**src/rtl/child_status_collector.sv**
```systemverilog
// child_status_collector
// Fan-in of NUM_CHILD child status streams into one valid/ready stream toward the root.
// A round-robin arbiter grants one child per cycle into a single-entry output register,
// so no child can starve.
//
// Ports:
//   clk, rst_n    clock (rising edge) and asynchronous active-low reset
//   child_valid   per-child request
//   child_data    packed child words, child i at [i*DATA_W +: DATA_W]
//   child_ready   one-hot accept strobe to the granted child (combinational)
//   m_valid       output register holds a word
//   m_data        held word
//   m_src         index of the child that produced m_data
//   m_ready       downstream accept
//   xfer_cnt      16-bit downstream transfer count (only with XFER_CNT_EN defined)
//
// Configuration macro: XFER_CNT_EN adds the xfer_cnt port and counter.

module child_status_collector #(
  parameter int unsigned NUM_CHILD = 5,
  parameter int unsigned DATA_W    = 8,
  // Derived; do not override.
  parameter int unsigned SRC_W     = $clog2(NUM_CHILD)
) (
  input  logic                        clk,
  input  logic                        rst_n,
  input  logic [NUM_CHILD-1:0]        child_valid,
  input  logic [NUM_CHILD*DATA_W-1:0] child_data,
  output logic [NUM_CHILD-1:0]        child_ready,
  output logic                        m_valid,
  output logic [DATA_W-1:0]           m_data,
  output logic [SRC_W-1:0]            m_src,
  input  logic                        m_ready
`ifdef XFER_CNT_EN
  ,
  output logic [15:0]                 xfer_cnt
`endif
);

  typedef enum logic [0:0] {StEmpty, StFull} state_e;

  state_e            state_q;
  logic [DATA_W-1:0] data_q;
  logic [SRC_W-1:0]  src_q;
  logic [SRC_W-1:0]  ptr_q;

  logic [DATA_W-1:0] data_arr [NUM_CHILD];
  logic [SRC_W-1:0]  grant;
  logic [SRC_W-1:0]  idx_s;
  logic [SRC_W-1:0]  ptr_nxt;
  logic              found;
  logic              can_load;
  logic              accept;
  int unsigned       idx;

  for (genvar i = 0; i < NUM_CHILD; i++) begin : g_unpack
    assign data_arr[i] = child_data[i*DATA_W +: DATA_W];
  end

  // Scan ptr, ptr+1, ... with wrap; first requesting child wins.
  always_comb begin
    grant = '0;
    found = 1'b0;
    idx   = 0;
    idx_s = '0;
    for (int unsigned k = 0; k < NUM_CHILD; k++) begin
      idx = 32'(ptr_q) + k;
      if (idx >= NUM_CHILD) idx = idx - NUM_CHILD;
      idx_s = SRC_W'(idx);
      if (!found && child_valid[idx_s]) begin
        found = 1'b1;
        grant = idx_s;
      end
    end
  end

  assign m_valid  = (state_q == StFull);
  assign can_load = !m_valid || m_ready;
  // rst_n gating keeps child_ready low for the whole reset assertion, not just after an edge.
  assign accept   = rst_n && can_load && found;
  assign ptr_nxt  = (grant == SRC_W'(NUM_CHILD - 1)) ? '0 : grant + SRC_W'(1);

  always_comb begin
    child_ready = '0;
    if (accept) child_ready[grant] = 1'b1;
  end

  always_ff @(posedge clk or negedge rst_n) begin
    if (!rst_n) begin
      state_q <= StEmpty;
      data_q  <= '0;
      src_q   <= '0;
      ptr_q   <= '0;
    end else begin
      unique case (state_q)
        StEmpty: begin
          if (accept) state_q <= StFull;
        end
        StFull: begin
          if (!accept && m_ready) state_q <= StEmpty;
        end
        default: state_q <= StEmpty;
      endcase
      if (accept) begin
        data_q <= data_arr[grant];
        src_q  <= grant;
        ptr_q  <= ptr_nxt;
      end
    end
  end

  assign m_data = data_q;
  assign m_src  = src_q;

`ifdef XFER_CNT_EN
  logic [15:0] xfer_cnt_q;

  always_ff @(posedge clk or negedge rst_n) begin
    if (!rst_n) begin
      xfer_cnt_q <= '0;
    end else if (m_valid && m_ready) begin
      xfer_cnt_q <= xfer_cnt_q + 16'd1;
    end
  end

  assign xfer_cnt = xfer_cnt_q;
`endif

endmodule
```
**config.mk**
```make
export PLATFORM = sky130hd
export DESIGN_NAME = child_status_collector
export DESIGN_NICKNAME = d
export VERILOG_FILES = /design/src/rtl/child_status_collector.sv
export SDC_FILE = /design/constraint.sdc
export NUM_CORES = 1
export LEC_CHECK = 0
export ABC_AREA = 1
export CELL_PAD_IN_SITES_DETAIL_PLACEMENT = 1
export CELL_PAD_IN_SITES_GLOBAL_PLACEMENT = 2
export CORE_UTILIZATION = 25
export CTS_BUF_LIST = sky130_fd_sc_hd__clkbuf_8 sky130_fd_sc_hd__clkbuf_16
export DETAILED_ROUTE_END_ITERATION = 12
export PLACE_DENSITY_LB_ADDON = 0.1
export SYNTH_ARGS = -nofsm -noshare
export SYNTH_HDL_FRONTEND = slang
export SYNTH_SLANG_ARGS = --single-unit
export TNS_END_PERCENT = 50
```
**constraint.sdc**
```tcl
create_clock -name clk -period 6.5 [get_ports clk]
set_input_delay 0.975 -clock clk [delete_from_list [all_inputs] [get_ports clk]]
set_output_delay 0.975 -clock clk [all_outputs]
set_load 0.02 [all_outputs]
```
=== Word-level counts from Yosys, hierarchy flattened ===
Cells that the tools add are included.

* Output and inout port bits: 17
* Input bits: 48
* Word-level logic and storage cells: 80
* Register bits after elaboration: 15

* Mux-type cells: 35
* Add/sub/neg operators: 10
* Magnitude comparators: 13
* Reductions and logical operators: 15
* Eq/ne operators: 1
* Bitwise operators: 2

{| class="wikitable"
|+ Operators with widths
! cell !! number
|-
| two-way mux 3 bit || 11
|-
| binary-select mux 8 bit (select 3 bit) || 1
|-
| < comparator 3 x 4 -> 1 bit, second input constant || 6
|-
| >= comparator 4 x 3 -> 1 bit, second input constant || 4
|-
| two-way mux 8 bit || 2
|-
| binary-select mux 1 bit (select 3 bit) || 5
|-
| subtractor 3 bit, second input constant || 5
|-
| two-way mux 1 bit || 13
|-
| adder 3 x 2 -> 4 bit, second input constant || 2
|-
| logical AND 1 bit || 8
|-
| logical NOT 1 bit || 6
|-
| two-way mux 5 bit || 1
|-
| adder 3 x 1 -> 4 bit, second input constant || 1
|-
| adder 3 x 3 -> 4 bit, second input constant || 1
|-
| >= comparator 4 bit, second input constant || 1
|-
| NOT 3 -> 4 bit || 1
|-
| adder 3 x 1 -> 3 bit, second input constant || 1
|-
| demux 1 bit (select 3 bit) || 1
|-
| == test 3 bit, second input constant || 1
|-
| >= comparator 3 x 1 -> 1 bit, second input constant || 1
|-
| >= comparator 3 bit, second input constant || 1
|-
| one-hot mux 1 bit (2 select lines) || 1
|-
| logical OR 1 bit || 1
|-
| NOT 1 bit || 1
|}

=== Depth between registers and ports, before layout ===
* Depth in word-level cells: 22
* Mapped depth: 25
* Gate-level depth less buffers: 24

=== Worst setup path before layout ===
No wires, ideal clock.

* Path type: flip-flop to output port
* From: register ptr_q[0]
* To: output child_ready[2]
* Cell stages (with the launch flop): 20
* Data required time: 5.525 ns
* Arrival: 3.042 ns
* Path buffers: 2
* Setup slack: 2.483 ns
* Path through: dfrtp_1 > buf_6 > inv_4 > ha_1 > inv_1 > fa_1 > inv_1 > nand2_1 > nand2_1 > o21ai_2 > nand3_1 > nand2_1 > o21ai_1 > nand3_4 > nor2_4 > nand2_1 > nor2_1 > nor2_2 > buf_4 > nor3_1

* Cells in the longest elaborated chain, start to end: 22
* Elaborated cells on any way between the ends: 54

{| class="wikitable"
|+ Ends and longest elaborated chain
! what !! line !! source
|-
| start: declaration || 45 || <nowiki>logic [SRC_W-1:0] ptr_q;</nowiki>
|-
| start signal: assignment || 107 || <nowiki>ptr_q <= ptr_nxt;</nowiki>
|-
| branches (longest 21 deep; another with adder 3 x 1 -> 4 bit) || n/a ||
|-
| two-way mux 5 bit (*) || 85 || <nowiki>if (accept) child_ready[grant] = 1'b1;</nowiki>
|-
| end: declaration || 29 || <nowiki>output logic [NUM_CHILD-1:0] child_ready,</nowiki>
|}

Every way passes the cells marked *. The select of a mux whose other input is x is not followed.

=== Final worst setup path ===
* From: register ptr_q[0]
* To: output child_ready[1]

The elaborated chain is that of the path after synthesis.

==> flow_metrics.py <==
metrics = {
    "status": {
        "status": "completed",
    },
    "clock_tree": {
        "htree_num_levels": 1,
        "cts_tree": "built",
        "post_cts_resized": 0,
        "clkSlewWorstSetupHoldPaths_ns": 0.07,
        "clock_sinks": 15,
        "clkLatencyLatePin_ns": 0.25,
        "ctsHoldBuffers": 0,
        "cts_buffer_depth": 2,
        "cts_buffers": 3,
        "cts_setup_buffers": 0,
        "cts_root_buffer": "clkbuf_8",
    },
    "global_routing": {
        "grt_pass1_wl_um": 11620,
        "grt_max_degree": 18,
        "grtUsageTotal_pct": 17.86,
        "grt_pass1_vias": 2263,
        "antenna_found_initial": 0,
        "globalRouteOverflowTotal": 0,
    },
    "floorplan": {
        "core-area_mm2": 0.007370,
        "fp.dieW_um": 90.11,
        "design.portCount": 65,
        "die_area_mm2": 0.008119,
        "die_y_um": 90.11,
        "start_util_pct": 26.33,
        "num_rows": 31,
    },
    "critical_path": {
        "critPathMaxFanout": 13,
        "critPathArrivalTime_ns": 4.26,
        "end_kind": "output pin",
        "crit_type": "flop to output pin",
        "crit_path_start_kind": "flop",
        "setup.reg_to_reg.worst_slack_ns": 2.77,
        "worstPathRequired_ns": 5.52,
    },
    "placed_design": {
        "dp_hpwl_um": 5831,
        "gp_congestion": 0.8310,
        "io_buffers": 64,
    },
    "timing": {
        "rsz0062_at_grt": "false",
        "whs_ns": 0.4989,
        "hold_violations": 0,
        "fin_crit_sh_pct": 80.47,
        "setup-violations-final": 0,
        "slew_headroom_pct": 59.73,
        "worst_pin_slew_ns": 0.6033,
        "fmax_mhz": 191.2,
        "finalSetupTns_ns": 0,
        "finalWorstPathRequiredPeriod_ns": 5.231,
        "drv_slew": 0,
        "finClkSkew_ns": 0.005720,
    },
    "synth": {
        "synth_fa_ha_area_share_pct": 5.545,
        "synthTopCellsByArea": "nand2_1, dfrtp_1, nand3_1, inv_1, ha_1",
        "synth_area_mm2": 0.001941,
        "synth_top_family_by_area": "simple AND/OR/NAND/NOR gates",
        "yosys.area.top_type": "nand2_1",
        "ys_warn_count": 0,
        "synth_top_area_share_pct": 28.24,
        "synth_compound_area_share_pct": 10.12,
        "async_reset_ff_share_pct": 100.0,
        "synth-seq-cells": 15,
        "ys_seq_area_share_pct": 19.34,
        "synth_ff_type": "dfrtp_1",
        "synth_nets": 379,
        "synth_xor_xnor_area_share_pct": 1.289,
        "synth_cell_types": 33,
        "avgSynthCellArea_um2": 6.008,
        "synth_edf_count": 0,
        "synthSimpleGateAreaFrac_pct": 53.90,
        "synth_cells": 323,
        "synth.mux.area_fraction_pct": 0,
    },
    "route": {
        "first_pass_iters": 4,
        "wl_per_cell_um": 14.18,
        "vias": 2254,
        "avgViaCountPerCell": 4.628,
        "drc": 0,
        "drt_iter0_drc": 99,
        "antenna_left": 0,
        "wirelength_um": 6904,
    },
    "flow_run": {
        "max_cap_viol_count": 0,
    },
    "final_layout": {
        "synthToLayoutAreaGrowth_pct": 39.97,
        "drive_gt1_share_pct": 11.60,
        "fin_util_pct": 36.86,
        "final_nets": 445,
        "diodes": 0,
    },
    "min_path": {
        "hold_path_class": "flop to flop",
    },
}
[registers in the layout, summed over array words and instances (netlist names)]
signal,flops
m_src,3
ptr_q,3
m_valid,1
m_data,8
[area by class of cell]
cell class	instances	area, µm²
tap	99	123.9
timing repair buffer	65	648.1
fill	966	4653
inverter	39	148.9
multi-input combinational	265	1375
clock buffer	3	41.29
sequential	15	375.4
clock inverter	1	3.754
[layout by cell type, fill, tap and decap left out, drive strengths merged, types with 2 or more instances in the layout]
master	Yosys	layout
a21oi	7	7
clkbuf	0	3
clkdlybuf4s50	0	64
dfrtp	15	15
ha	7	7
inv	39	40
nand2	154	154
nand3	42	42
nand4	6	6
nor2	17	17
nor3	6	6
o211ai	3	3
o21a	2	2
o21ai	14	14
xor2	2	2
[synth_stat cells, types with 4 or more instances]
library cell	number
inv_2	10
o21ai_1	4
nand3_1	35
inv_1	28
o21ai_2	4
dfrtp_1	15
nand3_4	4
nor2_2	5
ha_1	7
nand2_1	146
nand4_1	6
nor2_1	11
o21ai_0	6
nand2_2	8
a21oi_1	6
[cells by family (layout without fill, tap and decap cells)]
family | count (synthesis) | after routing
xor+xnor | 2 | 2
buf+inv | 43 | 108
compound gates | 30 | 30
fa+ha+maj | 8 | 8
simple gates | 225 | 225
flops | 15 | 15
[through the flow]
step | std cells | instance area, µm² | setup WS (ns)
finish | 487 | 2716 | 1.269
global route | 487 | 2716 | 0.8170
CTS | 487 | 2716 | 1.200
detailed placement | 483 | 2671 | 1.514
global placement | 483 | 2671 | 1.531
floorplan | 323 | 1941 | 2.483
[final timing paths]
kind	startpoint	to	cells past startpoint
worst max-delay path	ptr_q[0]$_DFFE_PN0P_	child_ready[1]	20
worst min-delay path	m_src[2]$_DFFE_PN0P_	m_src[2]$_DFFE_PN0P_	2
worst max register to register	ptr_q[0]$_DFFE_PN0P_	m_data[1]$_DFFE_PN0P_	24
worst min register to register	m_src[2]$_DFFE_PN0P_	m_src[2]$_DFFE_PN0P_	2
max in group asynchronous	rst_n	m_data[0]$_DFFE_PN0P_	2
min in group asynchronous	rst_n	m_valid$_DFF_PN0_	2
[critical path, stage by stage, from the launching register on]
cell and delay [ns]:
dfrtp_1 0.54, inv_4 0.20, ha_1 0.16, inv_1 0.04
fa_1 0.38, inv_1 0.10, nand2_1 0.16, nand2_1 0.12
o21ai_2 0.09, nand3_1 0.11, nand2_1 0.07, nand2_1 0.06
nand2_1 0.07, nand3_1 0.13, nor2_1 0.06, nor2_1 0.14
nand2_1 0.08, nor2_2 0.47, inv_2 0.15, nor3_1 0.21
clkdlybuf4s50_1 0.65
[metal layers]
layer	vias up	wire (µm)	GRT usage [%]
li1	1164	-	-
met1	1050	3478	25.15
met2	38	3159	29.13
met3	2	233	2.707
met4	0	32	2.823
met5	-	0	0
Power is left out: the tool's default activity adds up to more than one toggle a clock period on the data nets, which glitch-free logic cannot reach.
